File: src/rtl/spi_controller.sv
// SPI initiator, mode 0, MSB first, write-only 16-bit frames:
//   frame = {1'b1 (write), addr[6:0], data[7:0]}
// A one-deep command buffer lets the next command queue while a frame shifts.
//
// Parameters:
//   CLK_DIV  clk cycles per SCLK half-period (4..255; the peripheral needs
//            3-flop synchronisation margin, so smaller values are illegal)
//   CS_IDLE  minimum clk cycles nCS stays high between frames (1..255)
//
// Ports:
//   clk, rst_n           system clock, asynchronous active-low reset
//   cmd_valid/cmd_ready  command handshake, accepted on valid & ready
//   cmd_addr, cmd_data   register address and write data
//   busy                 frame loaded into shifter until end of its nCS gap
//   done                 one-cycle pulse as nCS rises at frame end
//   SCLK, COPI, nCS      SPI bus (SCLK idles low, nCS active low)
module spi_controller #(
    parameter int CLK_DIV = 4,
    parameter int CS_IDLE = 4
) (
    input  logic       clk,
    input  logic       rst_n,
    input  logic       cmd_valid,
    input  logic [6:0] cmd_addr,
    input  logic [7:0] cmd_data,
    output logic       cmd_ready,
    output logic       busy,
    output logic       done,
    output logic       SCLK,
    output logic       COPI,
    output logic       nCS
);

    typedef enum logic [2:0] {IDLE, SETUP, SHIFT, HOLD, GAP} state_t;

    localparam logic [7:0] DIV_LAST = 8'(CLK_DIV - 1);
    localparam logic [7:0] GAP_LAST = 8'(CS_IDLE);

    state_t      state, state_nxt;
    logic [7:0]  div_cnt, div_nxt;
    logic [4:0]  bit_cnt, bit_nxt;
    logic [7:0]  gap_cnt, gap_nxt;
    logic [15:0] shreg, shreg_nxt;
    logic [15:0] buf_frame;
    logic        buf_full, full_nxt;
    logic        sclk_nxt, copi_nxt, ncs_nxt, busy_nxt, done_nxt;

    logic div_end, gap_end, last_bit, accept, load;

    assign div_end  = (div_cnt == DIV_LAST);
    // GAP runs CS_IDLE+1 cycles: CS_IDLE of idle time plus the cycle that
    // decides between restarting and returning to IDLE.
    assign gap_end  = (gap_cnt == GAP_LAST);
    // bit_cnt indexes the bit currently on COPI; 15 means the last high phase.
    assign last_bit = (bit_cnt == 5'd15);
    assign accept   = cmd_valid & cmd_ready;
    assign load     = buf_full & ((state == IDLE) | ((state == GAP) & gap_end));

    // State register
    always_ff @(posedge clk or negedge rst_n) begin
        if (!rst_n) state <= IDLE;
        else        state <= state_nxt;
    end

    // Next-state logic
    always_comb begin
        state_nxt = state;
        case (state)
            IDLE:    if (buf_full) state_nxt = SETUP;
            SETUP:   if (div_end) state_nxt = SHIFT;
            SHIFT:   if (div_end && SCLK && last_bit) state_nxt = HOLD;
            HOLD:    if (div_end) state_nxt = GAP;
            GAP:     if (gap_end) state_nxt = buf_full ? SETUP : IDLE;
            default: state_nxt = IDLE;
        endcase
    end

    // Output / datapath next values (all outputs are registered below)
    always_comb begin
        div_nxt   = div_cnt;
        bit_nxt   = bit_cnt;
        gap_nxt   = gap_cnt;
        shreg_nxt = shreg;
        sclk_nxt  = SCLK;
        copi_nxt  = COPI;
        ncs_nxt   = nCS;
        busy_nxt  = busy;
        done_nxt  = 1'b0;
        case (state)
            SETUP: begin
                div_nxt = div_end ? 8'd0 : div_cnt + 8'd1;
                if (div_end) sclk_nxt = 1'b1;
            end
            SHIFT: begin
                div_nxt = div_end ? 8'd0 : div_cnt + 8'd1;
                if (div_end) begin
                    sclk_nxt = ~SCLK;
                    // Falling edge: present the next bit together with SCLK low
                    if (SCLK) begin
                        if (last_bit) begin
                            copi_nxt = 1'b0;
                        end else begin
                            copi_nxt  = shreg[14];
                            shreg_nxt = shreg << 1;
                            bit_nxt   = bit_cnt + 5'd1;
                        end
                    end
                end
            end
            HOLD: begin
                div_nxt = div_end ? 8'd0 : div_cnt + 8'd1;
                if (div_end) begin
                    ncs_nxt  = 1'b1;
                    done_nxt = 1'b1;
                    gap_nxt  = 8'd0;
                end
            end
            GAP: begin
                gap_nxt = gap_end ? 8'd0 : gap_cnt + 8'd1;
                if (gap_end && !buf_full) busy_nxt = 1'b0;
            end
            default: ;
        endcase
        // Frame start, from IDLE or directly out of GAP
        if (load) begin
            shreg_nxt = buf_frame;
            ncs_nxt   = 1'b0;
            copi_nxt  = buf_frame[15];
            busy_nxt  = 1'b1;
            div_nxt   = 8'd0;
            bit_nxt   = 5'd0;
        end
    end

    // Accept and load are mutually exclusive (accept needs empty, load full)
    always_comb begin
        full_nxt = buf_full;
        if (load)        full_nxt = 1'b0;
        else if (accept) full_nxt = 1'b1;
    end

    always_ff @(posedge clk or negedge rst_n) begin
        if (!rst_n) begin
            div_cnt   <= 8'd0;
            bit_cnt   <= 5'd0;
            gap_cnt   <= 8'd0;
            shreg     <= 16'd0;
            buf_frame <= 16'd0;
            buf_full  <= 1'b0;
            cmd_ready <= 1'b1;
            SCLK      <= 1'b0;
            COPI      <= 1'b0;
            nCS       <= 1'b1;
            busy      <= 1'b0;
            done      <= 1'b0;
        end else begin
            div_cnt   <= div_nxt;
            bit_cnt   <= bit_nxt;
            gap_cnt   <= gap_nxt;
            shreg     <= shreg_nxt;
            buf_full  <= full_nxt;
            cmd_ready <= ~full_nxt;
            SCLK      <= sclk_nxt;
            COPI      <= copi_nxt;
            nCS       <= ncs_nxt;
            busy      <= busy_nxt;
            done      <= done_nxt;
            if (accept) buf_frame <= {1'b1, cmd_addr, cmd_data};
        end
    end

endmodule

File: config.mk
export PLATFORM = sky130hd
export DESIGN_NAME = spi_controller
export DESIGN_NICKNAME = d
export VERILOG_FILES = /design/src/rtl/spi_controller.sv
export SDC_FILE = /design/constraint.sdc
export NUM_CORES = 1
export LEC_CHECK = 0
export ABC_AREA = 1
export BUFFER_PORTS_ARGS = -buffer_cell sky130_fd_sc_hd__clkbuf_2
export CAP_MARGIN = 20
export CORE_ASPECT_RATIO = 0.9
export CORE_UTILIZATION = 45
export CTS_CLUSTER_DIAMETER = 60
export DETAILED_ROUTE_END_ITERATION = 10
export PLACE_DENSITY = 0.74
export SLEW_MARGIN = 20
export SYNTH_ARGS = -nofsm -noshare
export SYNTH_HDL_FRONTEND = slang
export SYNTH_SLANG_ARGS = --single-unit
File: constraint.sdc
create_clock -name clk -period 1.8 [get_ports clk]
set_input_delay 0.36 -clock clk [delete_from_list [all_inputs] [get_ports clk]]
set_output_delay 0.36 -clock clk [all_outputs]
set_load 0.05 [all_outputs]
==> summary.md <==
| Metric | Value |
|---|---|
| Post-synth top cells | `nand2_1, nand3_1, dfrtp_1` |
| Layout cells sized above 1 | `0.192` |
| CTS tree | `done` |
| Register area share after synthesis | `0.509` |
| P&R area growth vs syn | `19.3%` |
| Main area contributors after synthesis | `dfrtp_1, nand2_1, nand3_1` |
| Worst path required time | `2.02 ns` |
| Cell count after synthesis | `364` |
| CP Class | `flop to flop` |
| Vias in the first global route | `2,485` |
| Number of synthesized flops with an enable pin | `0` |
| Fin crit period | `1.70 ns` |
| Die height | `80.1 um` |
| Pwr Density | `1660 nW/um^2` |
| Post-synth ARST share | `1.00` |
| Core area | `6550 um^2` |
| Endpoints failing hold | `0` |
| Worst setup EP type | `flop` |
| DRT Pass-1 Iters | `4` |
| Cell taking the most area after synthesis | `dfrtp_1` |
| Via count | `2,577` |
| Flops & latches, synth | `62` |
| Worst-path clk slew | `0.08 ns` |
| Sink Count | `62` |
| FF-to-FF path depth | `9` |
| Die Span X | `88.8 um` |
| Top-count cell post-synth | `nand2_1` |
| Routed vias/inst | `5.20` |
| DRT iter0 DRCs | `126` |
| Largest net degree at the start of global routing | `63` |
| # diodes | `0` |
| Clk_lat worst skew | `0.35 ns` |
| Mapped Nets | `387` |
| Setup ws final | `0.104 ns` |
| Post-CTS Hold Fix Bufs | `0` |
| First-pass GRT wire length | `11,000 um` |
| Hold WC Path Type | `input pin to async pin` |
| Worst clock skew | `0.00905 ns` |
| Initial antenna violation count | `0` |
| Rows | `28` |
| Gr ovfl total | `0` |
| Peak supply drop | `0.762 mV` |
| DP Wirelength | `4260 um` |
| Crit path DAT | `1.92 ns` |
| Fin crit share | `0.942` |
| Dpl ws | `0.0530 ns` |
| DRC | `0` |
| H-tree depth | `3` |
| Final nets | `424` |
| Worst-path fanout max | `7` |
| Max clock buf depth | `2` |
| RSZ-0062 raised after global routing | `false` |
| GRT Total Usage | `0.202` |
| Number of buffers created by CTS | `9` |
| I/O pin total | `24` |
| Run status | `completed` |
| Root Driver | `clkbuf_8` |
| Full die area | `7120 um^2` |
| FMAX | `0.590 GHz` |
| Yosys warning total | `0` |
| Leak | `1.83 nW` |
| Yosys cell types | `31` |
| Max cap viols | `0` |
| Routed len/inst | `12.8 um` |
| Drt total wl | `6360 um` |
| Gpl congestion | `0.875` |
| R2R Path End | `shreg[3]` |
| Reg2Reg Setup Slack | `0.10 ns` |
| Final core utilization | `0.556` |
| Starting density of the core | `0.466` |
| Dominant synthesized flop cell | `dfrtp_1` |
| Setup violators final | `0` |
| Relative slew margins | `0.681` |
| Yosys top cell area share | `0.492` |
| Slew @ Worst Pin | `0.477 ns` |
| Syn Area/Cell | `8.38 um^2` |
| Setup_tns | `0 ns` |
| Netlist Area Pre-Place | `3050 um^2` |
| Max-slew violation count | `0` |
| I/O Buffers | `23` |
| Antenna-violating nets left | `0` |
| Worst setup SP type | `flop` |
| FF-to-FF Start | `bit_cnt[0]` |
area by class of cell:
cell class / count / area (um^2)
sequential: 62 / 1550
fill: 591 / 2910
clock inverter: 7 / 145
tap: 90 / 113
inverter: 37 / 146
clock buffer: 9 / 124
timing repair buffer: 36 / 259
multi-input combinational: 255 / 1300
cells in the final DEF, fill, tap and decap left out, types with 2 or more instances in the layout:
cell and count:
a21oi_1 3, buf_12 2, buf_4 9, bufinv_16 4
clkbuf_2 23, clkbuf_8 9, dfrtp_1 60, dfstp_2 2
ha_1 4, inv_1 35, nand2_1 102, nand3_1 66
nand3_2 5, nand3b_1 2, nand4_1 8, nor2_1 15
nor2_2 4, nor2_4 2, nor3_1 5, o21ai_0 18
o21ai_2 2, o22ai_1 3, or2_2 4, xor2_1 4
per-layer routing:
layer  track usage  vias to the layer above  routed length, um
met3        0.0534                       10                241
met5             0                        -                  0
met4        0.0871                        0                 81
met1         0.256                     1242               2880
li1              -                     1270                  -
met2         0.324                       55               3160
per-stage QoR:
| step | cell area, um^2 | hold WS, ns | total power (W) | cells |
|---|---|---|---|---|
| after floorplan | 3050 | 0.0644 | 0.00378 | 364 |
| after global placement | 3320 | 0.399 | 0.00427 | 478 |
| final | 3640 | 0.00802 | 0.00605 | 496 |
| after detailed placement | 3320 | 0.400 | 0.00437 | 478 |
| after CTS | 3590 | 0.0178 | 0.00604 | 494 |
| after global routing | 3640 | 0.0291 | 0.00650 | 496 |
repair_timing:
action,CTS,global route
setup endpoints to repair,0,19
setup buffers,0,1
gates resized for setup,0,5
registers in the layout, summed over array words and instances, names as in the netlist:
register / count
buf_full: 1
gap_cnt: 8
cmd_ready: 1
state: 3
SCLK: 1
shreg: 15
done: 1
bit_cnt: 5
busy: 1
buf_frame: 16
COPI: 1
nCS: 1
div_cnt: 8
worst max path at each step:
stage / start / endpoint / cells past startpoint
after floorplan: bit_cnt[0] / shreg[14] / 9
after global placement: bit_cnt[1] / shreg[4] / 9
after detailed placement: gap_cnt[0] / buf_full / 8
after CTS: bit_cnt[0] / shreg[14] / 9
after global routing: bit_cnt[0] / shreg[12] / 9
final: bit_cnt[0] / shreg[3] / 9
report_power, final:
group	total, W	internal [W]	switching (W)
logic	0.00214	0.000760	0.00138
registers	0.00227	0.00190	0.000369
clock network	0.00165	0.00107	0.000581
worst max-delay path, stage by stage, from the launching register on:
cell	delay [ns]
dfrtp_1	0.40
ha_1	0.22
nand2_1	0.08
nor2_1	0.05
ha_2	0.20
nor2_4	0.12
nand3_4	0.17
clkbuf_16	0.22
nand3_1	0.06
nand3_1	0.07
cells by family (layout without fill, tap and decap cells):
logic type	after synthesis	after routing	share of synthesized area
buffers and inverters	47	89	0.0693
AOI/OAI and AO/OA	29	29	0.0566
DFF	62	62	0.509
adders and majority gates	5	5	0.0205
and+or+nand+nor	216	216	0.330
xor gates and xnor gates	5	5	0.0143
(Power assumes the default switching activity.)
